--- src/rtl/bus_master_pkg.sv ---
// rtl/bus_master_pkg.sv - shared types and constants for the burst bus master
package bus_master_pkg;

  localparam int LEN_W     = 4;
  localparam int MAX_BEATS = 16;
  localparam int CNT_W     = $clog2(MAX_BEATS) + 1;

  typedef enum logic [1:0] {
    IDLE  = 2'd0,
    REQ   = 2'd1,
    XFER  = 2'd2,
    RLAST = 2'd3
  } state_t;

  // Length field encodes 1..15 directly; zero stands for a full 16-beat burst.
  function automatic logic [CNT_W-1:0] len_to_beats(input logic [LEN_W-1:0] len);
    return (len == '0) ? CNT_W'(MAX_BEATS) : CNT_W'(len);
  endfunction

endpackage

--- src/rtl/bus_master_ctrl.sv ---
// rtl/bus_master_ctrl.sv - burst read/write bus master with grant handshake
module bus_master_ctrl
  import bus_master_pkg::*;
#(
  parameter int ADDR_W = 16,
  parameter int DATA_W = 32
) (
  input  logic              clk,
  input  logic              reset,
  input  logic              cmd_valid,
  output logic              cmd_ready,
  input  logic              cmd_wr,
  input  logic [ADDR_W-1:0] cmd_addr,
  input  logic [LEN_W-1:0]  cmd_len,
  input  logic              wd_valid,
  output logic              wd_ready,
  input  logic [DATA_W-1:0] wd_data,
  output logic              rsp_valid,
  output logic [DATA_W-1:0] rsp_data,
  output logic              m_req,
  output logic              m_wr,
  output logic [ADDR_W-1:0] m_addr,
  output logic [DATA_W-1:0] m_dout,
  input  logic              m_grant,
  input  logic [DATA_W-1:0] m_din,
  output logic              busy,
  output logic              done
);

  state_t             state;
  state_t             state_nxt;
  logic               wr_q;
  logic [ADDR_W-1:0]  addr_q;
  logic [CNT_W-1:0]   cnt_q;
  logic               rsp_q;
  logic               done_q;
  logic               beat;
  logic               last_beat;

  // A beat needs the grant, and for writes also a word on the write stream.
  assign beat      = (state == XFER) && m_grant && (!wr_q || wd_valid);
  assign last_beat = beat && (cnt_q == CNT_W'(1));

  // State register.
  always_ff @(posedge clk) begin
    if (reset) begin
      state <= IDLE;
    end else begin
      state <= state_nxt;
    end
  end

  // Next-state decode: writes finish straight to IDLE, reads drain through RLAST.
  always_comb begin
    state_nxt = state;
    case (state)
      IDLE:    if (cmd_valid) state_nxt = REQ;
      REQ:     if (m_grant) state_nxt = XFER;
      XFER:    if (last_beat) state_nxt = wr_q ? IDLE : RLAST;
      RLAST:   state_nxt = IDLE;
      default: state_nxt = IDLE;
    endcase
  end

  // Command latch, address/beat counters and the one-cycle-late read/done flags.
  always_ff @(posedge clk) begin
    if (reset) begin
      wr_q   <= 1'b0;
      addr_q <= '0;
      cnt_q  <= '0;
      rsp_q  <= 1'b0;
      done_q <= 1'b0;
    end else begin
      rsp_q  <= beat && !wr_q;
      done_q <= last_beat && wr_q;
      if (state == IDLE && cmd_valid) begin
        wr_q   <= cmd_wr;
        addr_q <= cmd_addr;
        cnt_q  <= len_to_beats(cmd_len);
      end else if (beat) begin
        addr_q <= addr_q + ADDR_W'(1);
        cnt_q  <= cnt_q - CNT_W'(1);
      end
    end
  end

  // Output decode; bus outputs are forced to zero whenever no transfer is owed.
  always_comb begin
    cmd_ready = 1'b0;
    busy      = 1'b0;
    m_req     = 1'b0;
    m_wr      = 1'b0;
    m_addr    = '0;
    m_dout    = '0;
    wd_ready  = 1'b0;
    rsp_valid = rsp_q;
    rsp_data  = rsp_q ? m_din : '0;
    done      = done_q || (state == RLAST);
    case (state)
      IDLE: begin
        cmd_ready = 1'b1;
      end
      REQ: begin
        busy   = 1'b1;
        m_req  = 1'b1;
        m_addr = addr_q;
      end
      XFER: begin
        busy     = 1'b1;
        m_req    = 1'b1;
        m_addr   = addr_q;
        m_wr     = beat && wr_q;
        wd_ready = beat && wr_q;
        m_dout   = (beat && wr_q) ? wd_data : '0;
      end
      RLAST: begin
        busy = 1'b1;
      end
      default: begin
        busy = 1'b0;
      end
    endcase
  end

endmodule

--- config.mk ---
export PLATFORM = sky130hd
export DESIGN_NAME = bus_master_ctrl
export DESIGN_NICKNAME = d
export VERILOG_FILES = /design/src/rtl/bus_master_pkg.sv /design/src/rtl/bus_master_ctrl.sv
export SDC_FILE = /design/constraint.sdc
export NUM_CORES = 1
export LEC_CHECK = 0
export BUFFER_PORTS_ARGS = -buffer_cell sky130_fd_sc_hd__buf_2
export CAP_MARGIN = 20
export CORE_MARGIN = 2
export CORE_UTILIZATION = 42
export DETAILED_ROUTE_END_ITERATION = 8
export GPL_TIMING_DRIVEN = 0
export PLACE_DENSITY = 0.87
export SLEW_MARGIN = 40
export SYNTH_ARGS = -nofsm -noshare
export SYNTH_HDL_FRONTEND = slang
export SYNTH_SLANG_ARGS = --single-unit
export TNS_END_PERCENT = 5
--- constraint.sdc ---
create_clock -name clk -period 3.6 [get_ports clk]
set_input_delay 0.54 -clock clk [delete_from_list [all_inputs] [get_ports clk]]
set_output_delay 0.54 -clock clk [all_outputs]
set_load 0.01 [all_outputs]
==> results of run 1 <==
==> cell usage after synthesis (all sizes together), types with 6 or more instances <==
cell     n  area share
a211oi  11       0.040
a21oi    6       0.015
nand2   10       0.018
a311oi   7       0.030
and2    50        0.15
inv      9       0.016
or4      6       0.022
o31ai    6       0.022
xnor2   11       0.047
nor4     6       0.018
nor2    20       0.037
dfxtp   26        0.25
clkbuf  19       0.035
ha       8       0.049
and3    32       0.098
==> flip-flops by register name (all words and copies together), names as in the netlist <==
register,cells
wr_q,1
state,2
cnt_q,5
done_q,1
addr_q,16
rsp_valid,1
==> layer usage <==
| metal | up-vias | GRT usage | wire, um |
|---|---|---|---|
| met2 | 125 | 0.426 | 3680 |
| met5 | - | 0 | 0 |
| met3 | 10 | 0.0521 | 574 |
| met4 | 0 | 0.0707 | 148 |
| met1 | 1222 | 0.329 | 3110 |
| li1 | 1315 | - | - |
==> cell families after synthesis <==
logic type	count (synthesis)	share of synthesized area
flip-flops	26	0.254
AND/OR/NAND/NOR	155	0.444
XOR/XNOR	12	0.0513
AO/OA/AOI/OAI	38	0.135
buffers and inverters	33	0.0665
adder cells (fa/ha/maj)	8	0.0488
==> worst reg2reg max path, stage by stage, from the launching register on <==
cell and delay, ns:
dfxtp_1 0.37, inv_1 0.15, ha_1 0.22, nand2_1 0.15
or3_1 0.39, buf_2 0.17, or4_1 0.52, a311oi_1 0.25
==> metrics by stage <==
stage	power, mW	hold WS, ns	utilization	worst slack (ns)	cell area [um2]
3_5_place_dp	1.10	0.524	0.637	1.05	3010
3_3_place_gp	1.08	0.504	0.637	1.06	3010
5_1_grt	1.41	0.495	0.649	0.522	3060
6_report	1.31	0.482	0.649	0.690	3060
2_1_floorplan	0.852	0.486	-	1.51	2050
4_1_cts	1.30	0.482	0.649	0.716	3060
==> final cells by class <==
type | count | area, um2 | share of cell area
tap | 67 | 83.8 | 0.0274
timing repair buffer | 175 | 876 | 0.286
sequential | 26 | 520 | 0.170
inverter | 9 | 33.8 | 0.0110
buffer | 24 | 103 | 0.0335
multi-input combinational | 213 | 1390 | 0.454
clock buffer | 4 | 55.1 | 0.0180
==> power groups by stage <==
stage               clock (mW)  sequential, mW  combinational (mW)
finish                   0.195           0.457               0.662
global route             0.211           0.468               0.734
CTS                      0.195           0.455               0.653
detailed placement           0           0.461               0.644
global placement             0           0.456               0.624
floorplan                    0           0.436               0.416
==> path summary, 6_finish.rpt <==
| kind | endpoint | depth (start not counted) | slack, ns | from |
|---|---|---|---|---|
| setup / recovery | m_dout[26] | 7 | 0.69 | state[0] |
| hold reg to reg | addr_q[14] | 2 | 0.54 | addr_q[14] |
| hold / removal | addr_q[8] | 2 | 0.48 | cmd_addr[8] |
| setup reg to reg | addr_q[12] | 7 | 1.31 | state[0] |
==> flow_summary.yaml, run 1 <==
routing:
  ant_nets: 0
  viasPerCell: 5.16
  via_count: 2672
  routedWlPerCell_um: 14.5
  drt-total-wl_um: 7510
  drtPass1Iterations: 4
  drtIter0Drc: 131
  drc_errors: 0
pwr:
  irDropWorstVdd_uv: 317
  internal_power_mw: 0.743
  p_switching_mw: 0.571
  power_density_nw_per_um2: 429
  netSwitchingFraction: 0.435
  combPwrFrac: 0.504
  power_frac_seq: 0.348
  p_leak_nw: 1.70
  power.share.clock: 0.148
clocking:
  clock_sinks: 26
  cts.htree.levels: 1
  cts_hold_buffers: 0
  clock_latency_ns: 0.27
  cts_buffers: 3
  cts_resized: 0
  clockBufferDepth: 2
  root_buffer: "clkbuf_8"
  path_clk_slew_ns: 0.09
  cts_setup_buffers: 0
  tritoncts: "done"
cells_and_area:
  diodes: 0
  synthToLayoutAreaGrowth_pct: 49.5
  final_cells: 518
  final_layout_size_suffix_gt1_frac: 0.417
  nets: 550
  layout_commonest_cell: "buf_2"
  final_cell_mix: "buf_2 (176), and2_1 (50), and3_1 (32), dfxtp_1 (26), nor2_1 (20)"
  fill_cells: 407
placement:
  post-place-cells: 514
  place.gp.congestion: 0.856
  dp_hpwl_um: 5990
  numPortBuffers: 175
yosys:
  synthDistinctLibCells: 37
  synth-async-reset-ratio: 0
  yosysSeqAreaShare: 0.254
  yosysWarningCount: 0
  synth_edf_count: 0
  synthCells: 272
  syn_avg_cell_area_um2: 7.53
  ys_ff_latch: 26
  synth-main-ff-cell: "dfxtp_1"
  syn_area_um2: 2050
  syn-num-nets: 370
critical_path:
  crit_path_end_kind: "primary output"
  worstPathMaxFanout: 10
  cp_top_family: "simple AND/OR/NAND/NOR gates"
  crit_arrival_ns: 2.37
  crit_required_ns: 3.06
  worstPathCellList: "inv_1, ha_1, nand2_1, nor2_1, clkbuf_1, and3_1, buf_2"
  worstSetupPathType: "reg -> out"
  cp_slowest_stage_delay_ns: 0.53
  slowest_stage: "nor2_1"
  cp_num_buf_inv: 3
  start_kind: "flop"
global_route:
  grt_pass1_wl_um: 10900
  grt_max_degree: 15
  grt_usage: 0.254
  globalRoute.totalOverflow: 0
  grt_pass1_vias: 2313
  antenna_found_initial: 0
die:
  rows: 25
  initial_core_util: 0.434
  dieArea_um2: 5450
  die_x_um: 73.9
  core_um2: 4720
  io_pins: 177
  die_height_um: 73.9
sta:
  worst_slew_pin_slew_ns: 0.628
  slew_headroom: 0.580
  fmax_mhz: 344
  setup_viol: 0
  min_period_ns: 2.91
  final.period_utilization: 0.808
  rsz0062_at_grt: "false"
  hold_viol: 0
  fin_skew_ns: 0.00148
  final_max_slew_viol_count: 0
  fin_tns_setup_ns: 0
status:
  status: "complete, no violations"
run:
  maxCapViolCount: 0
min_path:
  hold_path_class: "in -> reg"
No activity file was read; power rests on OpenSTA's default activity.
==> run 2, diff against run 1 <==
--- a/config.mk
+++ b/config.mk
@@ -8,10 +8,10 @@
 export BUFFER_PORTS_ARGS = -buffer_cell sky130_fd_sc_hd__buf_2
 export CAP_MARGIN = 20
 export CORE_MARGIN = 2
-export CORE_UTILIZATION = 42
+export CORE_UTILIZATION = 39
 export DETAILED_ROUTE_END_ITERATION = 8
 export GPL_TIMING_DRIVEN = 0
-export PLACE_DENSITY = 0.87
+export PLACE_DENSITY = 0.82
 export SLEW_MARGIN = 40
 export SYNTH_ARGS = -nofsm -noshare
 export SYNTH_HDL_FRONTEND = slang
==> constraint.sdc (replaced) <==
create_clock -name clk -period 2.9 [get_ports clk]
set_input_delay 0.435 -clock clk [delete_from_list [all_inputs] [get_ports clk]]
set_output_delay 0.435 -clock clk [all_outputs]
set_load 0.01 [all_outputs]
==> run 2 against run 1 <==
Compared with the run above: via count fell by 0.60%; combinational power rose by 22%; die area rose by 7.3%; first-iteration DRC count fell by 5.3%; cell count rose by 0.77%; worst setup slack got worse by 0.43 ns; clock power rose by 58%.
==> flow_summary.yaml, run 2 (same netlist as run 1, synthesis figures left out) <==
pwr:
  p_switching_mw: 0.697
  internal_power_mw: 0.984
  p_leak_nw: 1.71
  irDropWorstVdd_uv: 401
  netSwitchingFraction: 0.415
  power_frac_seq: 0.337
  power_density_nw_per_um2: 544
  power.share.clock: 0.183
  combPwrFrac: 0.479
cells_and_area:
  nets: 550
  final_cells: 522
  synthToLayoutAreaGrowth_pct: 50.7
  final_cell_mix: "buf_2 (176), and2_1 (50), and3_1 (32), dfxtp_1 (26)"
  stdcell_area_um2: 3090
  multi_input_area_um2: 1400
  fill_cells: 492
  final_layout_size_suffix_gt1_frac: 0.419
  regArea_um2: 520
  largest_reg_flops: 16
  regMostFlops: "addr_q"
  top_regs: "addr_q x16, cnt_q x5, state x2"
  layout_commonest_cell: "buf_2"
critical_path:
  crit_cells: 7
  crit_arrival_ns: 2.20
  worstSetupPathType: "reg -> out"
  crit_required_ns: 2.47
  cp_num_buf_inv: 3
  slowest_stage: "nor2_2"
  worstPathMaxFanout: 10
  cp_slowest_stage_delay_ns: 0.40
  crit_path_end_kind: "primary output"
  cp_top_family: "simple AND/OR/NAND/NOR gates"
  reg2regPathDepth: 7
  start_kind: "flop"
  worstPathCellList: "inv_1, ha_1, nand2_1, nor2_2, clkbuf_1, and3_1, buf_2"
global_route:
  grt_pass1_vias: 2353
  grt_usage: 0.234
  grt_pass1_wl_um: 11400
  antenna_found_initial: 1
  globalRoute.totalOverflow: 0
  grt_max_degree: 16
run:
  maxCapViolCount: 0
sta:
  slew_headroom: 0.659
  final_max_slew_viol_count: 0
  final.period_utilization: 0.909
  rsz0062_at_grt: "false"
  fin_tns_setup_ns: 0
  holdWs_ns: 0.380
  worst_slew_pin_slew_ns: 0.512
  fmax_mhz: 379
  hold_viol: 0
  setup_viol: 0
  fin_skew_ns: 0.0121
  min_period_ns: 2.64
clocking:
  cts_hold_buffers: 0
  clock_latency_ns: 0.28
  cts_buffers: 3
  clock_sinks: 26
  root_buffer: "clkbuf_8"
  tritoncts: "done"
  clockBufferDepth: 2
  path_clk_slew_ns: 0.09
  cts.htree.levels: 1
routing:
  drtIter0Drc: 124
  drtPass1Iterations: 4
  drc_errors: 0
  ant_nets: 0
  drt-total-wl_um: 7250
  routedWlPerCell_um: 13.9
  via_count: 2656
  viasPerCell: 5.09
placement:
  placed_cell_area_um2: 3010
  post-place-cells: 517
  place.gp.congestion: 0.844
  dp_hpwl_um: 5900
  numPortBuffers: 175
die:
  io_pins: 177
  rows: 26
  dieArea_um2: 5850
  die_height_um: 76.5
  core_um2: 5070
  initial_core_util: 0.404
  die_x_um: 76.5
min_path:
  hold_path_class: "in -> reg"
  whs_path_depth: 2
status:
  status: "complete, no violations"
run 2: layout make-up:
class | instances | share of cell area
antenna | 1 | 0.000810
buffer | 24 | 0.0332
clock buffer | 3 | 0.0134
clock inverter | 1 | 0.00972
inverter | 9 | 0.0109
multi-input combinational | 213 | 0.452
sequential | 26 | 0.168
tap | 70 | 0.0284
timing repair buffer | 175 | 0.284
run 2: layer usage:
metal / GRT usage / part of all wire
met5: 0 / 0.0015
met4: 0.0527 / 0.013
met3: 0.0687 / 0.081
met2: 0.415 / 0.49
met1: 0.279 / 0.41
run 2: repair_timing:
| item | in CTS | in global routing |
|---|---|---|
| endpoints found under the setup margin | 0 | 30 |
| setup buffers | 0 | 0 |
| resized for setup | 0 | 1 |
| hold endpoints to repair | 0 | 0 |
run 2: worst reg2reg max path: cells and delay by family, from the launching register on:
| kind | cells | cell delay, ns |
|---|---|---|
| simple gates | 3 | 1.06 |
| fa+ha+maj | 1 | 0.20 |
| flops | 1 | 0.37 |
| buf+inv | 2 | 0.29 |
| compound gates | 1 | 0.25 |
run 2: power groups by stage:
| stage | Sequential [mW] | Clock (mW) | Combinational (mW) |
|---|---|---|---|
| 2_1_floorplan | 0.541 | 0 | 0.517 |
| 3_3_place_gp | 0.569 | 0 | 0.776 |
| 3_5_place_dp | 0.573 | 0 | 0.798 |
| 4_1_cts | 0.566 | 0.312 | 0.802 |
| 5_1_grt | 0.586 | 0.324 | 0.891 |
| 6_report | 0.567 | 0.308 | 0.806 |
run 2: path summary, 6_finish.rpt:
kind                                   from    endpoint  slack, ns
worst max-delay path               state[0]  m_dout[11]       0.26
worst min-delay path            cmd_addr[8]   addr_q[8]       0.38
worst max register to register     state[0]  addr_q[12]       0.63
worst min register to register   addr_q[13]  addr_q[13]       0.53
run 2: metrics by stage:
stage               total power [mW]  utilization  setup slack, ns
global route                    1.80        0.608           0.0747
detailed placement              1.37        0.594            0.414
global placement                1.34        0.594            0.512
floorplan                       1.06            -            0.865
finish                          1.68        0.609            0.263
CTS                             1.68        0.608           0.0889
